### src/rtl/pipeline_hazard_ctrl_pkg.sv
// Shared types and constants for the pipeline sequencing controller and its
// in-flight destination scoreboard.
package pipeline_hazard_ctrl_pkg;

    localparam int REG_ADDR_W  = 5;
    localparam int STALL_CNT_W = 16;

    typedef enum logic [1:0] {
        IDLE,
        RUN,
        DRAIN,
        HALTED
    } ctrl_state_t;

    typedef struct packed {
        logic                  valid;
        logic                  memRead;
        logic [REG_ADDR_W-1:0] waddr;
    } sb_entry_t;

    function automatic logic entryMatches(sb_entry_t e, logic [REG_ADDR_W-1:0] addr);
        return e.valid && (e.waddr == addr);
    endfunction

endpackage

### src/rtl/pipeline_hazard_ctrl_scoreboard.sv
// Three-entry shift register tracking the destinations of instructions in
// EX, MEM and WB, with a read-after-write compare port for the ID stage.
module hazard_scoreboard
    import pipeline_hazard_ctrl_pkg::*;
(
    input  logic                  clk,
    input  logic                  arst_n,
    input  logic                  i_shift,
    input  logic                  i_bubble,
    input  logic                  i_kill,
    input  logic                  i_wr_en,
    input  logic [REG_ADDR_W-1:0] i_waddr,
    input  logic                  i_mem_read,
    input  logic [REG_ADDR_W-1:0] i_rs,
    input  logic [REG_ADDR_W-1:0] i_rt,
    input  logic                  i_uses_rt,
    output logic                  o_hazard,
    output logic                  o_empty
);

    sb_entry_t r_ex;
    sb_entry_t r_mem;
    sb_entry_t r_wb;
    sb_entry_t w_load;
    logic      w_rsHit;
    logic      w_rtHit;

    // Invalid entries are kept all-zero, so emptiness is a whole-entry test.
    always_comb begin
        w_load = '0;
        if (i_wr_en && (i_waddr != '0) && !i_bubble && !i_kill) begin
            w_load.valid   = 1'b1;
            w_load.memRead = i_mem_read;
            w_load.waddr   = i_waddr;
        end
    end

    always_ff @(posedge clk or negedge arst_n) begin
        if (!arst_n) begin
            r_ex  <= '0;
            r_mem <= '0;
            r_wb  <= '0;
        end else if (i_shift) begin
            r_wb  <= r_mem;
            r_mem <= i_kill ? '0 : r_ex;
            r_ex  <= w_load;
        end
    end

    // WB still counts: the register file only writes at the end of that cycle.
    assign w_rsHit = (i_rs != '0) &&
                     (entryMatches(r_ex, i_rs) || entryMatches(r_mem, i_rs) ||
                      entryMatches(r_wb, i_rs));
    assign w_rtHit = i_uses_rt && (i_rt != '0) &&
                     (entryMatches(r_ex, i_rt) || entryMatches(r_mem, i_rt) ||
                      entryMatches(r_wb, i_rt));

    assign o_hazard = w_rsHit || w_rtHit;
    assign o_empty  = ({r_ex, r_mem, r_wb} == '0);

endmodule

### src/rtl/pipeline_hazard_ctrl.sv
// Sequencing controller for the 5-stage pipeline: RAW stalls, MEM-stage
// redirect flushes and a run/drain/halt state machine.
module pipeline_hazard_ctrl
    import pipeline_hazard_ctrl_pkg::*;
#(
    parameter int CNT_W = STALL_CNT_W
) (
    input  logic                  clk,
    input  logic                  arst_n,
    input  logic                  enable,
    input  logic                  halt_req,
    input  logic [REG_ADDR_W-1:0] id_rs,
    input  logic [REG_ADDR_W-1:0] id_rt,
    input  logic                  id_uses_rt,
    input  logic                  id_reg_write,
    input  logic                  id_mem_read,
    input  logic [REG_ADDR_W-1:0] id_waddr,
    input  logic                  mem_branch,
    input  logic                  mem_zero,
    input  logic                  mem_jump,
    output logic                  pc_en,
    output logic                  ifid_en,
    output logic                  ifid_flush,
    output logic                  idex_flush,
    output logic                  exmem_flush,
    output logic                  stall,
    output logic                  halted,
    output logic [CNT_W-1:0]      stall_cnt
);

    ctrl_state_t      r_state;
    logic             r_drainPending;
    logic             r_idValid;
    logic [CNT_W-1:0] r_stallCnt;

    logic w_active;
    logic w_redirect;
    logic w_sbHazard;
    logic w_sbEmpty;
    logic w_stall;

    // A low enable freezes the pipeline immediately, even before the state leaves RUN/DRAIN.
    assign w_active   = enable && ((r_state == RUN) || (r_state == DRAIN));
    assign w_redirect = w_active && ((mem_branch && mem_zero) || mem_jump);
    assign w_stall    = w_active && r_idValid && w_sbHazard && !w_redirect;

    hazard_scoreboard u_scoreboard (
        .clk        (clk),
        .arst_n     (arst_n),
        .i_shift    (w_active),
        .i_bubble   (w_stall),
        .i_kill     (w_redirect),
        .i_wr_en    (r_idValid && id_reg_write),
        .i_waddr    (id_waddr),
        .i_mem_read (id_mem_read),
        .i_rs       (id_rs),
        .i_rt       (id_rt),
        .i_uses_rt  (id_uses_rt),
        .o_hazard   (w_sbHazard),
        .o_empty    (w_sbEmpty)
    );

    always_comb begin
        pc_en       = 1'b0;
        ifid_en     = 1'b0;
        ifid_flush  = 1'b0;
        idex_flush  = 1'b0;
        exmem_flush = 1'b0;
        stall       = 1'b0;
        if (w_redirect) begin
            pc_en       = (r_state == RUN);
            ifid_en     = 1'b1;
            ifid_flush  = 1'b1;
            idex_flush  = 1'b1;
            exmem_flush = 1'b1;
        end else if (w_stall) begin
            idex_flush = 1'b1;
            stall      = 1'b1;
        end else if (w_active) begin
            ifid_en    = 1'b1;
            pc_en      = (r_state == RUN);
            ifid_flush = (r_state == DRAIN);
        end
    end

    // Once draining has begun the core never returns to RUN before a reset.
    always_ff @(posedge clk or negedge arst_n) begin
        if (!arst_n) begin
            r_state        <= IDLE;
            r_drainPending <= 1'b0;
            halted         <= 1'b0;
        end else begin
            case (r_state)
                IDLE: begin
                    if (enable) begin
                        r_state <= r_drainPending ? DRAIN : RUN;
                    end
                end
                RUN: begin
                    if (!enable) begin
                        r_state <= IDLE;
                    end else if (halt_req) begin
                        r_state <= DRAIN;
                    end
                end
                DRAIN: begin
                    if (!enable) begin
                        r_state        <= IDLE;
                        r_drainPending <= 1'b1;
                    end else if (w_sbEmpty && !r_idValid) begin
                        r_state <= HALTED;
                        halted  <= 1'b1;
                    end
                end
                HALTED: begin
                    r_state <= HALTED;
                end
                default: begin
                    r_state <= IDLE;
                end
            endcase
        end
    end

    always_ff @(posedge clk or negedge arst_n) begin
        if (!arst_n) begin
            r_idValid <= 1'b0;
        end else if (w_active) begin
            if (w_redirect) begin
                r_idValid <= 1'b0;
            end else if (!w_stall) begin
                r_idValid <= (r_state == RUN);
            end
        end
    end

    always_ff @(posedge clk or negedge arst_n) begin
        if (!arst_n) begin
            r_stallCnt <= '0;
        end else if (w_stall && (r_stallCnt != '1)) begin
            r_stallCnt <= r_stallCnt + 1'b1;
        end
    end

    assign stall_cnt = r_stallCnt;

endmodule
### config.mk
export PLATFORM = sky130hd
export DESIGN_NAME = pipeline_hazard_ctrl
export DESIGN_NICKNAME = d
export VERILOG_FILES = /design/src/rtl/pipeline_hazard_ctrl_pkg.sv /design/src/rtl/pipeline_hazard_ctrl_scoreboard.sv /design/src/rtl/pipeline_hazard_ctrl.sv
export SDC_FILE = /design/constraint.sdc
export NUM_CORES = 1
export LEC_CHECK = 0
export CORE_MARGIN = 2
export CORE_UTILIZATION = 27
export DETAILED_ROUTE_END_ITERATION = 12
export GPL_TIMING_DRIVEN = 0
export HOLD_SLACK_MARGIN = 0.08
export PLACE_DENSITY = 0.56
export SETUP_SLACK_MARGIN = 0.02
export SLEW_MARGIN = 5
export SYNTH_ARGS = -nofsm -noshare
export SYNTH_HDL_FRONTEND = slang
export SYNTH_SLANG_ARGS = --single-unit
### constraint.sdc
create_clock -name clk -period 5.16 [get_ports clk]
set_clock_uncertainty 0.1 [all_clocks]
set_input_delay 0.774 -clock clk [delete_from_list [all_inputs] [get_ports clk]]
set_output_delay 0.774 -clock clk [all_outputs]
set_load 0.02 [all_outputs]
# Word-level counts from Yosys, hierarchy flattened
# Index checks and enable logic that the tools add are counted.
# totals
elab_cells	94
out_inout_bits	23
in_bits	25
ff_bits	42
# classes
reduce_logical	40
mux	24
addsub	1
eq_ne	14
n_bitwise	1
# ops
cell	n
$eq A5 B5 Y1	6
$logic_and A1 B1 Y1	21
$logic_not A21 Y1	1
$add A16 B1 Y16 const B	1
$ne A16 B16 Y1 const B	1
$mux W1	15
$reduce_bool A5 Y1	3
$mux W7	2
$mux W2	6
$pmux W2 S4	1
$logic_or A1 B1 Y1	7
$reduce_and A3 Y1	2
$eq A2 B2 Y1 const B	2
$ne A2 B2 Y1 const B	2
$reduce_and A2 Y1	2
$logic_not A1 Y1	3
$ne A3 B2 Y1 const B	1
$ne A3 B3 Y1 const B	1
$eq A2 B1 Y1 const B	1
$logic_not A2 Y1	1
$not A1 Y1	1

# Depth between registers and ports, before layout
# Gate-level depths: netlist (run 1).
# depth
depth_word	12
ltp_mapped	9
mapped_depth_nobuf	8

# Modules after synthesis
# From an unflattened synthesis (run 1), not the netlist that was laid out.
# hier_totals
cells_unflattened	251
hier_area_um2	2493.6
# by_module_without_submodules
module	area_each_um2	cells_each	instances	seq_area_each_um2
hazard_scoreboard	1256.2	131	1	525.5
pipeline_hazard_ctrl	1237.4	120	1	525.5

# Least setup slack after synthesis (run 1)
# Ideal clock, no wire load.
# synth_timing
path_kind	input port to output port
start	input id_rt[2]
end	output pc_en
cell_stages	7
required_time_ns	4.286
slack_ns	1.919
path_buffers	1
arrival_ns	2.367
path_cell_list	xor2_1 -> nor4_2 -> nand3_1 -> a31o_4 -> buf_12 -> a21oi_1 -> nor2_1
# synth_between
elab_chain_cells	10
elab_cells_between_ends	16
cone_classes	eq/ne: 3; mux: 2; reduce/logical: 11
# synth_rtl
element	line_no	rtl
start, declared	pipeline_hazard_ctrl.sv:13	input logic [REG_ADDR_W-1:0] id_rt,
$eq A5 B5 Y1	pipeline_hazard_ctrl_pkg.sv:22	return e.valid && (e.waddr == addr);
$logic_and A1 B1 Y1	pipeline_hazard_ctrl_pkg.sv:22	
$logic_or A1 B1 Y1 (2 in series)	pipeline_hazard_ctrl_scoreboard.sv:55	(entryMatches(r_ex, i_rt) || entryMatches(r_mem, i_rt) ||
$logic_and A1 B1 Y1 (*)	pipeline_hazard_ctrl_scoreboard.sv:54	assign w_rtHit = i_uses_rt && (i_rt != '0) &&
$logic_or A1 B1 Y1 (*)	pipeline_hazard_ctrl_scoreboard.sv:58	assign o_hazard = w_rsHit || w_rtHit;
$logic_and A1 B1 Y1 (*) (2 in series)	pipeline_hazard_ctrl.sv:45	assign w_stall = w_active && r_idValid && w_sbHazard && !w_redirect;
$mux W1 (*)	pipeline_hazard_ctrl.sv:76	end else if (w_stall) begin
$mux W1 (*)	pipeline_hazard_ctrl.sv:70	if (w_redirect) begin
end, declared	pipeline_hazard_ctrl.sv:21	output logic pc_en,
# Mark *: on every way between the ends. The rest lies on a longest branch, timed or not.

# Worst setup path after layout (run 1)
# layout_timing
start	input id_rs[1]
end	output ifid_en
# layout_between
elab_chain_cells	10
elab_cells_between_ends	15
cone_classes	eq/ne: 3; mux: 2; reduce/logical: 10
# layout_rtl
element	line_no	rtl
start, declared	pipeline_hazard_ctrl.sv:12	input logic [REG_ADDR_W-1:0] id_rs,
$eq A5 B5 Y1	pipeline_hazard_ctrl_pkg.sv:22	
$logic_and A1 B1 Y1	pipeline_hazard_ctrl_pkg.sv:22	
$logic_or A1 B1 Y1 (2 in series)	pipeline_hazard_ctrl_scoreboard.sv:52	(entryMatches(r_ex, i_rs) || entryMatches(r_mem, i_rs) ||
$logic_and A1 B1 Y1 (*)	pipeline_hazard_ctrl_scoreboard.sv:51	assign w_rsHit = (i_rs != '0) &&
$logic_or A1 B1 Y1 (*)	pipeline_hazard_ctrl_scoreboard.sv:58	
$logic_and A1 B1 Y1 (*) (2 in series)	pipeline_hazard_ctrl.sv:45	
$mux W1 (*)	pipeline_hazard_ctrl.sv:76	
$mux W1 (*)	pipeline_hazard_ctrl.sv:70	
end, declared	pipeline_hazard_ctrl.sv:22	output logic ifid_en,
# Marked as above.

==> results of run 1 <==
flip-flops by register name, summed over array words and instances, names as in the netlist:
name and count:
stall_cnt 16, u_scoreboard.r_ex 7, u_scoreboard.r_mem 7, u_scoreboard.r_wb 7, r_state 2, halted 1
r_drainPending 1, r_idValid 1
cell usage in the layout, fill, tap and decap left out, types with 2 or more instances in the layout:
master	n
a2111oi_2	6
a2111oi_4	5
a211oi_1	2
a21oi_1	4
a31o_2	3
a31oi_1	2
and3_1	2
buf_12	2
buf_2	2
buf_4	2
clkbuf_1	6
clkbuf_8	5
clkdlybuf4s50_1	45
dfrtp_1	42
ha_1	6
inv_1	14
mux2_2	3
nand2_1	54
nand3_1	16
nand4_1	8
nand4_2	2
nor2_1	6
nor4_1	9
o21ai_0	9
or2_2	2
or4_1	2
xnor2_1	16
xor2_1	29
power groups by stage:
stage	registers, mW	clock network, mW	logic [mW]
floorplan	0.373	0	0.211
global placement	0.380	0	0.319
detailed placement	0.381	0	0.322
CTS	0.375	0.270	0.324
global route	0.379	0.283	0.364
finish	0.375	0.265	0.323
final timing paths:
check	from	endpoint	slack, ns	depth (start not counted)
max	id_rs[1]	ifid_en	0.72	9
min	arst_n	r_state[1]$_DFFE_PN0P_	0.28	1
max reg2reg	r_state[0]$_DFFE_PN0P_	stall_cnt[4]$_DFFE_PN0P_	2.63	8
min reg2reg	halted$_DFFE_PN0P_	halted$_DFFE_PN0P_	0.38	1
max in group asynchronous	arst_n	stall_cnt[6]$_DFFE_PN0P_	4.19	2
min in group clk	halted$_DFFE_PN0P_	halted$_DFFE_PN0P_	0.38	1
cells by family after synthesis:
logic type / after synthesis / share of synthesized area [%]
AO/OA/AOI/OAI: 41 / 16.47
XOR/XNOR: 45 / 14.91
adder cells (fa/ha/maj): 6 / 2.839
buffers and inverters: 24 / 4.638
flip-flops: 42 / 39.75
multiplexers: 3 / 1.278
AND/OR/NAND/NOR: 107 / 20.11
final cells by class:
| cell class | instances | area (µm²) | share of cell area [%] |
|---|---|---|---|
| Multi-Input combinational cell | 202 | 1470 | 43.29 |
| Sequential cell | 42 | 1051 | 30.95 |
| Timing Repair Buffer | 47 | 475.5 | 14.00 |
| Tap cell | 133 | 166.4 | 4.901 |
| Clock buffer | 6 | 72.57 | 2.137 |
| Buffer | 10 | 70.07 | 2.063 |
| Inverter | 14 | 52.55 | 1.548 |
| Clock inverter | 2 | 37.54 | 1.105 |
per-layer routing:
metal / track usage (%) / vias up / part of all wire, %
li1: - / 1052 / -
met1: 19.21 / 1058 / 50
met2: 21.78 / 45 / 46
met3: 1.898 / 4 / 3.6
met4: 3.441 / 0 / 0.72
met5: 0 / - / 0
metrics by stage:
stage | setup WS [ns] | total power [mW]
3_3_place_gp | 0.6845 | 0.6992
5_1_grt | 0.5209 | 1.026
2_1_floorplan | 1.919 | 0.5838
6_report | 0.7239 | 0.9620
3_5_place_dp | 0.6527 | 0.7038
4_1_cts | 0.6587 | 0.9696
==> summary.md, run 1 <==
| Metric | Value |
|---|---|
| Run status | finished, final reports clean |
| Top_reg_cell synth | dfrtp_1 |
| Design Area, Final | ~3400 µm² |
| Worst vdd ir | around 0.21 mV |
| Crit path max-delay cell type | clkdlybuf4s50_1 |
| Crit-path max FO | 10 |
| Vert. Die Dim | approximately 100 µm |
| Via count | 2159 |
| Tmin final | 4.436 ns |
| Worst Setup Start Kind | input pin |
| Clock tree buffer depth | 2 |
| Total global routing overflow | 0 |
| Share of the synthesized area in the top cell type | 39.75% |
| Mapped Nets | roughly 300 |
| Worst slew pin tran | 0.6053 ns |
| Die width | 103.0 µm |
| Crit-path leading delay family | buffers and inverters |
| Area Overhead vs Synth | 28.44% |
| Final ANT Viol Nets | 0 |
| Starting Density | around 27% |
| CP most frequent cell | clkdlybuf4s50_1 |
| Antenna violations before repair | 0 |
| Overall routed net length | 6.534 mm |
| Hpwl dp | 4.883 mm |
| CTS tree | yes |
| Static Leak | 1.506 nW |
| Worst-path cell chain | clkdlybuf4s50_1 > xor2_1 > nor4_1 > and3_1 > o21ai_2 > buf_6 > nand2_1 > a31oi_1 > clkdlybuf4s50_1 |
| WHS | between 0.2 and 0.3 ns |
| Switching share of power | 34.64% |
| Combinational power share | between 30% and 40% |
| Fill cells | 1023 |
| List of most frequent post-synthesis cells | nand2_1, dfrtp_1, xor2_1 |
| Synth top area cells | dfrtp_1, xor2_1, nand2_1 |
| CTS Hold Buffers Added | 0 |
| Final net count | 353 |
| Placed Area | 3286 µm² |
| Unrepaired setup endpoints after global routing | no |
| Clock Power Share | 27.5% |
| FFs w/ async S/R, synth | 100.0% |
| Synth Instances | 268 |
| Layout cells sized above 1 | 12.07% |
| Count of final hold-check violations | 0 |
| # Post-CTS Setup Buffers | 0 |
| GRT Util Overall | 13.55% |
| Global-route wire length before repair | 11.32 mm |
| Count of non-filler cells in the finished layout | ~460 |
| Clock sink count | 42 |
| GPL Wtd Cong | 0.8250 |
| Max Clock Freq | 225.4 MHz |
| DR pass1 iterations | 4 |
| CP bufs+invs | 3 |
| Worst relative slew slack | 59.64% |
| Max Cap Viol | 0 |
| PortBufs | 46 |
| Drt wl/cell | 14.33 µm |
| Power share of the sequential group | between 30% and 40% |
| Crit path kind | input pin to output port |
| Power Internal | between 0.6 and 0.7 mW |
| Inserted Clock Buffers | 5 |
| Syn Area/Cell | 9.865 µm² |
| Pwr Density | 283.3 nW/µm² |
| Detailed Route Iter0 Violations | 119 |
| Crit path capture type | output port |
| Slowest stage delay, CP | 0.64 ns |
| Core area | 9639 µm² |
| ANT cells | 0 |
| Post-synth top area cell | dfrtp_1 |
| Worst-path clk slew | ~0.090 ns |
| Setup TNS | 0 ns |
| Top Ports | 48 |
| Synth Register Bits | 42 |
| Final period util | 85.97% |
| Pins Over Slew Limit | 0 |
| Worst skew pair latency | 0.30 ns |
| Hold Crit Class | input pin to asynchronous set/reset pin |
| Row cnt | 36 |
| Post-synth EDFFs | 0 |
| Cell Area, Synth | 2644 µm² |
| Most common cell in the netlist | nand2_1 |
| Post-route core utilization | approximately a third |
| Clk root buf | clkbuf_8 |
| Die area | 10600 µm² |
| Synth unique cells | 43 |
| Vias/cell | 4.735 |
| Placed insts | 448 |
| Largest net degree at the start of global routing | 28 |
| YS warnings | 0 |
| Sequential-to-total area share from yosys stat | 39.75% |
| Worst EP arrival | between 3 and 4 ns |
| CP Data Required Time | 4.29 ns |
| CTS H-tree depth | 2 |
| Sw power | 0.3332 mW |
| Final setup violation count | 0 |
| Number of global-route vias before repair | roughly 2300 |
| Post-cts resize count | 0 |
| Drt drc | 0 |
(Power assumes the default switching activity.)
==> run 2: changes to the inputs <==
--- a/config.mk
+++ b/config.mk
@@ -12,7 +12,6 @@
 export HOLD_SLACK_MARGIN = 0.08
 export PLACE_DENSITY = 0.56
 export SETUP_SLACK_MARGIN = 0.02
-export SLEW_MARGIN = 5
 export SYNTH_ARGS = -nofsm -noshare
 export SYNTH_HDL_FRONTEND = slang
 export SYNTH_SLANG_ARGS = --single-unit
==> run 2 against run 1 <==
Effect of this change:
- non-clock buffer count did not move
- critical endpoint unchanged
- setup slack got worse by 0.023 ns
- highest routed layer unchanged
- cell count did not move
- first-iteration DRC count fell by 9.2%
- largest power group unchanged
- flip-flop and latch count did not move
- via count fell by 1.2%
==> summary.md, run 2 (same netlist as run 1, synthesis figures left out) <==
| Metric | Value |
|---|---|
| Final ANT Viol Nets | 0 |
| Post-route core utilization | between 30% and 40% |
| Largest net degree at the start of global routing | 40 |
| Antenna violations before repair | 0 |
| Drt drc | 0 |
| Run status | finished, final reports clean |
| Global-route wire length before repair | 10.91 mm |
| GRT Util Overall | between 10% and 20% |
| Hold Crit Class | input pin to asynchronous set/reset pin |
| Clk root buf | clkbuf_8 |
| DR pass1 iterations | 4 |
| Final net count | 353 |
| Pins Over Slew Limit | 0 |
| Worst EP arrival | 3.59 ns |
| CP Data Required Time | roughly 4.3 ns |
| Setup TNS | 0 ns |
| Crit path kind | input pin to output port |
| Die area | 10600 µm² |
| Starting Density | 27.43% |
| Pwr Density | about 280 nW/µm² |
| Final setup violation count | 0 |
| Vert. Die Dim | about 100 µm |
| Overall routed net length | 6.510 mm |
| Placed Area | 3286 µm² |
| Count of final hold-check violations | 0 |
| PortBufs | 46 |
| Post-cts resize count | 0 |
| Final period util | 86.42% |
| Max reg flops | 16 |
| Static Leak | 1.506 nW |
| Unrepaired setup endpoints after global routing | no |
| Clock tree buffer depth | 2 |
| Design Area, Final | approximately 3400 µm² |
| Max Cap Viol | 0 |
| Via count | 2133 |
| Die width | 103.0 µm |
| Hpwl dp | 4.888 mm |
| Tmin final | 4.459 ns |
| Worst relative slew slack | 58.92% |
| Top Ports | 48 |
| Max Clock Freq | 224.3 MHz |
| Layout cells sized above 1 | 12.07% |
| Inserted Clock Buffers | 5 |
| GPL Wtd Cong | 0.8250 |
| CTS tree | yes |
| Commonest non-fill, non-tap cell in the layout | nand2_1 |
| Crit path capture type | output port |
| Crit-path max FO | 10 |
| CTS Hold Buffers Added | 0 |
| Most frequent cells in the layout | nand2_1, clkdlybuf4s50_1, dfrtp_1 |
| Row cnt | 36 |
| Core area | 9639 µm² |
| Vias/cell | 4.678 |
| CTS H-tree depth | 2 |
| Drt wl/cell | between 10 and 15 µm |
| Number of global-route vias before repair | 2220 |
| WHS | 0.1769 ns |
| Worst slew pin tran | 0.6161 ns |
| Worst Setup Start Kind | input pin |
| Total global routing overflow | 0 |
| Worst vdd ir | roughly 0.24 mV |
| Area Overhead vs Synth | 28.44% |
| ANT cells | 0 |
| Clock sink count | 42 |
| # Post-CTS Setup Buffers | 0 |
| Worst skew pair latency | approximately 0.30 ns |
| Detailed Route Iter0 Violations | 108 |
| Worst-path clk slew | 0.08 ns |
run 2: stage by stage:
step,worst slack [ns],power [mW],std cells
floorplan,1.919,0.5838,268
global placement,0.6845,0.6992,447
detailed placement,0.6610,0.7044,448
CTS,0.6609,0.9720,456
global route,0.5311,1.025,456
finish,0.7007,0.9600,456
run 2: final timing paths:
| path | from | to | slack [ns] | cells after the start |
|---|---|---|---|---|
| worst max-delay path | id_rs[1] | ifid_en | 0.70 | 9 |
| worst min register to register | halted$_DFFE_PN0P_ | halted$_DFFE_PN0P_ | 0.38 | 1 |
| min in group clk | halted$_DFFE_PN0P_ | halted$_DFFE_PN0P_ | 0.38 | 1 |
| worst min-delay path | arst_n | r_state[0]$_DFFE_PN0P_ | 0.18 | 1 |
| worst max register to register | r_state[0]$_DFFE_PN0P_ | stall_cnt[4]$_DFFE_PN0P_ | 2.64 | 8 |
| max in group asynchronous | arst_n | stall_cnt[2]$_DFFE_PN0P_ | 4.36 | 2 |
run 2: where the power goes:
part           internal, mW  switching (mW)
clock                 0.144           0.117
sequential            0.349          0.0250
combinational         0.135           0.189
total                 0.629           0.331
run 2: critical path, cell delays in order:
cell and delay, ns:
clkdlybuf4s50_1 0.60, xor2_1 0.18, nor4_1 0.07, and3_1 0.19
o21ai_2 0.49, buf_6 0.27, nand2_1 0.13, a31oi_1 0.24
clkdlybuf4s50_1 0.64
run 2: layout make-up:
type	count	area, µm²
fillers	1039	6243
inverters	14	52.55
repair buffers	47	475.5
well taps	133	166.4
plain buffers	10	70.07
clock buffers	6	72.57
flip-flops and latches	42	1051
multi-input cells	202	1470
clock inverters	2	37.54
run 2: layer usage:
metal | GRT usage [%] | share of wire [%] | vias to the layer above
met4 | 3.441 | 1.1 | 0
met5 | 0 | 0 | -
li1 | - | - | 1047
met2 | 20.98 | 46 | 44
met3 | 2.237 | 4.3 | 7
met1 | 18.25 | 49 | 1035
==> run 3: changes to the inputs <==
--- a/config.mk
+++ b/config.mk
@@ -7,6 +7,7 @@
 export LEC_CHECK = 0
 export CORE_MARGIN = 2
 export CORE_UTILIZATION = 27
+export CTS_CLUSTER_SIZE = 14
 export DETAILED_ROUTE_END_ITERATION = 12
 export GPL_TIMING_DRIVEN = 0
 export HOLD_SLACK_MARGIN = 0.08
==> results of run 3 <==
The final DEF is identical to that of run 2; final timing and power are the same.
